`config.mk`:
```
export PLATFORM = sky130hd
export DESIGN_NAME = branch_pc_sel_predictor
export DESIGN_NICKNAME = d
export VERILOG_FILES = /design/src/rtl/branch_pc_sel_predictor_pkg.sv /design/src/rtl/branch_pc_sel_predictor_cond_eval.sv /design/src/rtl/branch_pc_sel_predictor.sv
export SDC_FILE = /design/constraint.sdc
export NUM_CORES = 2
export LEC_CHECK = 0
export ABC_AREA = 1
export CORE_ASPECT_RATIO = 1.5
export CORE_MARGIN = 1
export CORE_UTILIZATION = 41
export DETAILED_ROUTE_END_ITERATION = 8
export GPL_ROUTABILITY_DRIVEN = 0
export PLACE_DENSITY = 0.68
export SETUP_SLACK_MARGIN = 0.4
export SLEW_MARGIN = 15
export SYNTH_ARGS = -nofsm -noshare
export SYNTH_HDL_FRONTEND = slang
export SYNTH_SLANG_ARGS = --single-unit
```
`constraint.sdc`:
```
create_clock -name clk -period 3.5 [get_ports clk]
set_clock_uncertainty 0.2 [all_clocks]
set_input_delay 0.525 -clock clk [delete_from_list [all_inputs] [get_ports clk]]
set_output_delay 0.525 -clock clk [all_outputs]
set_load 0.02 [all_outputs]
```
`src/rtl/branch_pc_sel_predictor_pkg.sv`:
```
// Shared 5-stage selection encodings, branch funct3 codes and counter helpers
// for the fetch-time branch predictor.
package branch_pc_sel_predictor_pkg;

   localparam logic [1:0] PC_SEL_NEXT           = 2'd0;
   localparam logic [1:0] PC_SEL_JUMP_OR_BRANCH = 2'd1;
   localparam logic [1:0] PC_SEL_PREDICT        = 2'd2;
   localparam logic [1:0] PC_SEL_RECOVER        = 2'd3;

   localparam logic [2:0] FUNCT3_BEQ  = 3'b000;
   localparam logic [2:0] FUNCT3_BNE  = 3'b001;
   localparam logic [2:0] FUNCT3_BLT  = 3'b100;
   localparam logic [2:0] FUNCT3_BGE  = 3'b101;
   localparam logic [2:0] FUNCT3_BLTU = 3'b110;
   localparam logic [2:0] FUNCT3_BGEU = 3'b111;

   localparam logic [1:0] CTR_STRONG_NT = 2'b00;
   localparam logic [1:0] CTR_WEAK_NT   = 2'b01;
   localparam logic [1:0] CTR_WEAK_T    = 2'b10;
   localparam logic [1:0] CTR_STRONG_T  = 2'b11;

   // Saturating 2-bit counter step.
   function automatic logic [1:0] ctrStep(input logic [1:0] ctr, input logic taken);
      logic [1:0] res;
      res = ctr;
      if (taken && ctr != CTR_STRONG_T) begin
         res = ctr + 2'd1;
      end else if (!taken && ctr != CTR_STRONG_NT) begin
         res = ctr - 2'd1;
      end
      return res;
   endfunction

endpackage

```
`src/rtl/branch_pc_sel_predictor_cond_eval.sv`:
```
// Combinational branch condition: funct3 plus ALU compare flags to taken.
// funct3Valid is low for the two non-branch encodings, which never train.
module branch_cond_eval
   import branch_pc_sel_predictor_pkg::*;
(
   input  logic [2:0] funct3,
   input  logic       isEqual,
   input  logic       isLessThan,
   input  logic       isLessThanU,
   output logic       taken,
   output logic       funct3Valid
);

   always_comb begin
      taken       = 1'b0;
      funct3Valid = 1'b1;
      case (funct3)
         FUNCT3_BEQ:  taken = isEqual;
         FUNCT3_BNE:  taken = !isEqual;
         FUNCT3_BLT:  taken = isLessThan;
         FUNCT3_BGE:  taken = !isLessThan;
         FUNCT3_BLTU: taken = isLessThanU;
         FUNCT3_BGEU: taken = !isLessThanU;
         default:     funct3Valid = 1'b0;
      endcase
   end

endmodule

```
`src/rtl/branch_pc_sel_predictor.sv`:
```
// Direct-mapped 2-bit-counter branch predictor and PC-select arbiter; lookup and
// redirect are zero-latency, training lands on the next edge. Stats via PC_SEL_STATS_EN.
module branch_pc_sel_predictor
   import branch_pc_sel_predictor_pkg::*;
#(
   parameter int XLEN    = 32,
   parameter int ENTRIES = 16,
   parameter int IDX_W   = $clog2(ENTRIES),
   parameter int TAG_W   = XLEN - IDX_W - 2
) (
   input  logic            clk,
   input  logic            rst_n,
   input  logic [XLEN-1:0] ifPc,
   output logic            predictTaken,
   output logic [XLEN-1:0] predictTarget,
   input  logic            exValid,
   input  logic            stall,
   input  logic            exIsBranch,
   input  logic            exIsJump,
   input  logic [2:0]      exFunct3,
   input  logic            exIsEqual,
   input  logic            exIsLessThan,
   input  logic            exIsLessThanU,
   input  logic [XLEN-1:0] exPc,
   input  logic [XLEN-1:0] exTarget,
   input  logic            exPredTaken,
   input  logic [1:0]      oldPcSel,
   output logic [1:0]      newPcSel,
   output logic            flush,
   output logic [31:0]     branchCount,
   output logic [31:0]     mispredictCount
);

   logic             tblValid  [ENTRIES];
   logic [TAG_W-1:0] tblTag    [ENTRIES];
   logic [XLEN-1:0]  tblTarget [ENTRIES];
   logic [1:0]       tblCtr    [ENTRIES];

   logic [IDX_W-1:0] ifIdx, exIdx;
   logic [TAG_W-1:0] ifTag, exTag;
   logic             ifHit, exHit;
   logic             taken, funct3Valid;
   logic             resolve, mispredict, train, exJump;
   logic             unusedPcLsbs;

   assign ifIdx = ifPc[IDX_W+1:2];
   assign ifTag = ifPc[XLEN-1:IDX_W+2];
   assign exIdx = exPc[IDX_W+1:2];
   assign exTag = exPc[XLEN-1:IDX_W+2];
   assign unusedPcLsbs = ^{ifPc[1:0], exPc[1:0]};

   // Lookup reads registered state only, so a same-index write this cycle is not visible.
   assign ifHit         = tblValid[ifIdx] && (tblTag[ifIdx] == ifTag);
   assign exHit         = tblValid[exIdx] && (tblTag[exIdx] == exTag);
   assign predictTaken  = ifHit && tblCtr[ifIdx][1];
   assign predictTarget = ifHit ? tblTarget[ifIdx] : '0;

   branch_cond_eval uCondEval (
      .funct3      (exFunct3),
      .isEqual     (exIsEqual),
      .isLessThan  (exIsLessThan),
      .isLessThanU (exIsLessThanU),
      .taken       (taken),
      .funct3Valid (funct3Valid)
   );

   assign resolve    = exValid && !stall && exIsBranch;
   assign mispredict = resolve && (taken != exPredTaken);
   assign train      = resolve && funct3Valid;
   assign exJump     = exValid && !stall && exIsJump;

   always_comb begin
      newPcSel = oldPcSel;
      flush    = 1'b0;
      if (mispredict && taken) begin
         newPcSel = PC_SEL_JUMP_OR_BRANCH;
         flush    = 1'b1;
      end else if (mispredict) begin
         newPcSel = PC_SEL_RECOVER;
         flush    = 1'b1;
      end else if (exJump) begin
         newPcSel = PC_SEL_JUMP_OR_BRANCH;
         flush    = 1'b1;
      end else if (predictTaken) begin
         newPcSel = PC_SEL_PREDICT;
      end
   end

   always_ff @(posedge clk or negedge rst_n) begin
      if (!rst_n) begin
         for (int i = 0; i < ENTRIES; i++) begin
            tblValid[i]  <= 1'b0;
            tblTag[i]    <= '0;
            tblTarget[i] <= '0;
            tblCtr[i]    <= CTR_WEAK_NT;
         end
      end else if (train) begin
         tblValid[exIdx]  <= 1'b1;
         tblTag[exIdx]    <= exTag;
         tblTarget[exIdx] <= exTarget;
         // A tag miss means another branch owned the slot; start from a weak state.
         if (exHit) begin
            tblCtr[exIdx] <= ctrStep(tblCtr[exIdx], taken);
         end else begin
            tblCtr[exIdx] <= taken ? CTR_WEAK_T : CTR_WEAK_NT;
         end
      end
   end

`ifdef PC_SEL_STATS_EN
   always_ff @(posedge clk or negedge rst_n) begin
      if (!rst_n) begin
         branchCount     <= '0;
         mispredictCount <= '0;
      end else begin
         if (resolve) begin
            branchCount <= branchCount + 32'd1;
         end
         if (mispredict) begin
            mispredictCount <= mispredictCount + 32'd1;
         end
      end
   end
`else
   assign branchCount     = '0;
   assign mispredictCount = '0;
`endif

endmodule

```
==> reports/results.ini <==
[logic_synthesis]
syn-instance-count = 6603
synth_edf_count = 0
ys_types = 37
synth_seq_cells = 976
yosys_warnings = 0
synth_commonest_cells = nand2_1 (2283), o21ai_0 (1137), dfrtp_1 (960)
synthDominantCellAreaShare_pct = 48.31
synth_area_per_cell_sq_um = 7.532
synthTopCellsByArea = dfrtp_1 (48%), nand2_1 (17%), o21ai_0 (11%)
synth.most_common_cell = nand2_1
synth_area_sq_mm = 0.04973
yosysTopAreaCell = dfrtp_1
async_flop_share_pct = 100.0
ys.flop_type = dfrtp_1
ys_seq_area_share_pct = 49.15

[timing]
min_period_ns = 3.960
fmax_mhz = 252.5
finalCritPeriodShare_pct = 113.1
hold_violations = 0
final_max_slew_viol_count = 0
rsz0062_at_grt = yes
relSlewSlack_pct = 45.84
setup_viol = 35
worst_pin_slew_ns = 0.8124
tns_ns = -14.26
setup_ws_ns = -0.4600

[critical_path]
worstSetupStartpointType = register
max_stage_delay_ns = 0.39
critPathBufInv = 3
critPathCaptureType = output port
crit_chain = o211ai_1 > o211ai_1 > nand3_1 > nand2_1 > nand2_2 > nand4_1 > nor2_1 > nand2_1 > nor2_2 > nand2_4 > buf_4 > clkbuf_16 > nor2_4 > buf_6
worstPathArrival_ns = 3.24
path_max_fanout = 6
cpMaxStageDelayCell = dfrtp_1
crit_required_ns = 2.77
cp_top_family = simple AND/OR/NAND/NOR gates
crit_type = reg -> out

[run]
max-cap-violations = 0

[run_status]
outcome = complete, but fails checks
violations = negative setup slack

[clocking]
cts.sinks = 976
root_buffer = clkbuf_16
clk_latency_ns = 0.73
cts_buffers = 95
cts.path.max_buffers = 3
cts_tree = built
htreeDepth = 3
path_clk_slew_ns = 0.07

[floorplan]
rows = 156
io_pins = 211
die_w_um = 286.4
initial_core_util_pct = 41.29
dieArea_sq_mm = 0.1227
core_sq_mm = 0.1204
die_h_um = 428.6

[cells_and_area]
final_area_sq_mm = 0.05984
diodes = 0
final_cells = 8421
area_growth_pct = 20.33
drive_gt1_share_pct = 12.41
nets = 6876

[grt]
antenna_found_initial = 0
grt_pass1_vias = 45550
grt_max_degree = 129
grt_first_pass_wirelength_mm = 273.7
grt-ovfl-total = 0
grt.total_usage_pct = 28.85

[detailed_routing]
ant_nets = 0
drc = 0
wl_mm = 178.9
vias_per_cell = 5.673
drtPass1Iterations = 9
dr.first_iter.drc_count = 5514
post_drt_wl_per_cell_um = 21.24
vias = 47770

[power_and_ir_drop]
comb_power_share_pct = 16.3
p_int_mw = 21.29
powerDensity_mw_per_mm2 = 500.3
power_frac_clock_pct = 38.6
p_leak_nw = 28.09
total_power_mw = 29.94
net-switching-power_mw = 8.643
p_seq_share_pct = 45.1
ir_worst_vdd_v = 0.0004520
switching_share_pct = 28.87

[place]
dp_hpwl_mm = 111.8
dpl.cell_count = 8224
port_buffers = 142
dp_slack_ns = -0.8569
post_dp_cell_area_sq_mm = 0.05561

[hold_path]
min_path_type = in -> async

## per-layer routing
layer / part of all wire [%] / global-route usage [%] / up-vias
li1: - / - / 21920
met1: 38 / 35.78 / 22890
met2: 47 / 46.98 / 2390
met3: 8.5 / 4.686 / 576
met4: 6.8 / 17.53 / 0
met5: 0 / 0 / -
## stage by stage
stage,hold slack (ns),utilization [%]
2_1_floorplan,0.02941,-
3_3_place_gp,0.2569,46.18
3_5_place_dp,0.2615,46.18
4_1_cts,0.1621,49.44
5_1_grt,0.1921,49.69
6_report,0.1522,49.69
## path summary, 6_finish.rpt
| kind | endpoint | depth (start not counted) | start | slack [ns] |
|---|---|---|---|---|
| setup reg to reg | tblCtr[21] | 19 | tblTag[369] | 0.74 |
| hold / removal | tblTag[108] | 2 | rst_n | 0.15 |
| setup / recovery | predictTarget[19] | 14 | tblTag[177] | -0.46 |
| min in group clk | tblTarget[216] | 2 | tblTarget[216] | 0.28 |
| max in group asynchronous | tblTarget[76] | 3 | rst_n | 1.81 |
| hold reg to reg | tblTarget[216] | 2 | tblTarget[216] | 0.28 |
## cell families after synthesis
group / Yosys count / share of synthesized area, %
compound gates: 1758 / 19.56
xor+xnor: 2 / 0.03523
fa+ha+maj: 2 / 0.05031
buf+inv: 948 / 8.041
flops: 976 / 49.15
other cells: 1 / 0.007541
simple gates: 2916 / 23.16
## placed cells by master, fill, tap and decap left out, types with 17 or more instances in the layout
cell type / netlist / routed
buf_4: 68 / 354
o22ai_1: 19 / 19
clkbuf_8: 0 / 20
nand3_1: 297 / 274
o21ai_1: 10 / 18
inv_1: 326 / 306
nand2_2: 4 / 17
nand4_1: 42 / 42
buf_6: 4 / 46
a221oi_1: 108 / 108
conb_1: 1 / 64
nand3_2: 0 / 23
clkbuf_16: 0 / 100
dfrtp_1: 960 / 960
clkinv_2: 0 / 20
nor2_1: 255 / 207
bufinv_16: 0 / 17
nor2_4: 1 / 43
clkdlybuf4s50_1: 0 / 96
a21oi_1: 314 / 311
a311o_1: 22 / 22
o211ai_1: 102 / 102
o21ai_0: 1137 / 1125
o31ai_1: 28 / 28
nand2_1: 2283 / 2261
buf_12: 0 / 95
## sequential cells by signal, indices dropped and copies added, names as in the netlist
signal	count
tblTag	416
tblCtr	32
tblValid	16
tblTarget	512
## area by class of cell
cell class                 count  area [sq um]
fill                       11430         60590
sequential                   976         24440
multi-input combinational   4742         22130
timing repair buffer         612          6480
clock buffer                 131          2724
tap                         1580          1977
inverter                     336          1320
clock inverter                44         772.0
## power by group through the flow
| stage | logic (mW) | clock network [mW] | registers, mW |
|---|---|---|---|
| global route | 5.48 | 12.1 | 13.6 |
| floorplan | 2.94 | 0 | 13.4 |
| finish | 4.89 | 11.5 | 13.5 |
| CTS | 4.81 | 11.6 | 13.5 |
| global placement | 4.64 | 0 | 13.6 |
| detailed placement | 4.74 | 0 | 13.6 |
## timing repair
action / in CTS / in global routing
cloned: 4 / 4
buffers inserted: 8 / 5
hold buffers: 1 / 0
endpoints found under the hold margin: 81 / 0
pin swaps: 4 / 27
endpoints found under the setup margin: 37 / 68
resized for setup: 264 / 45
Note: power is estimated with default switching activity, not from simulation.
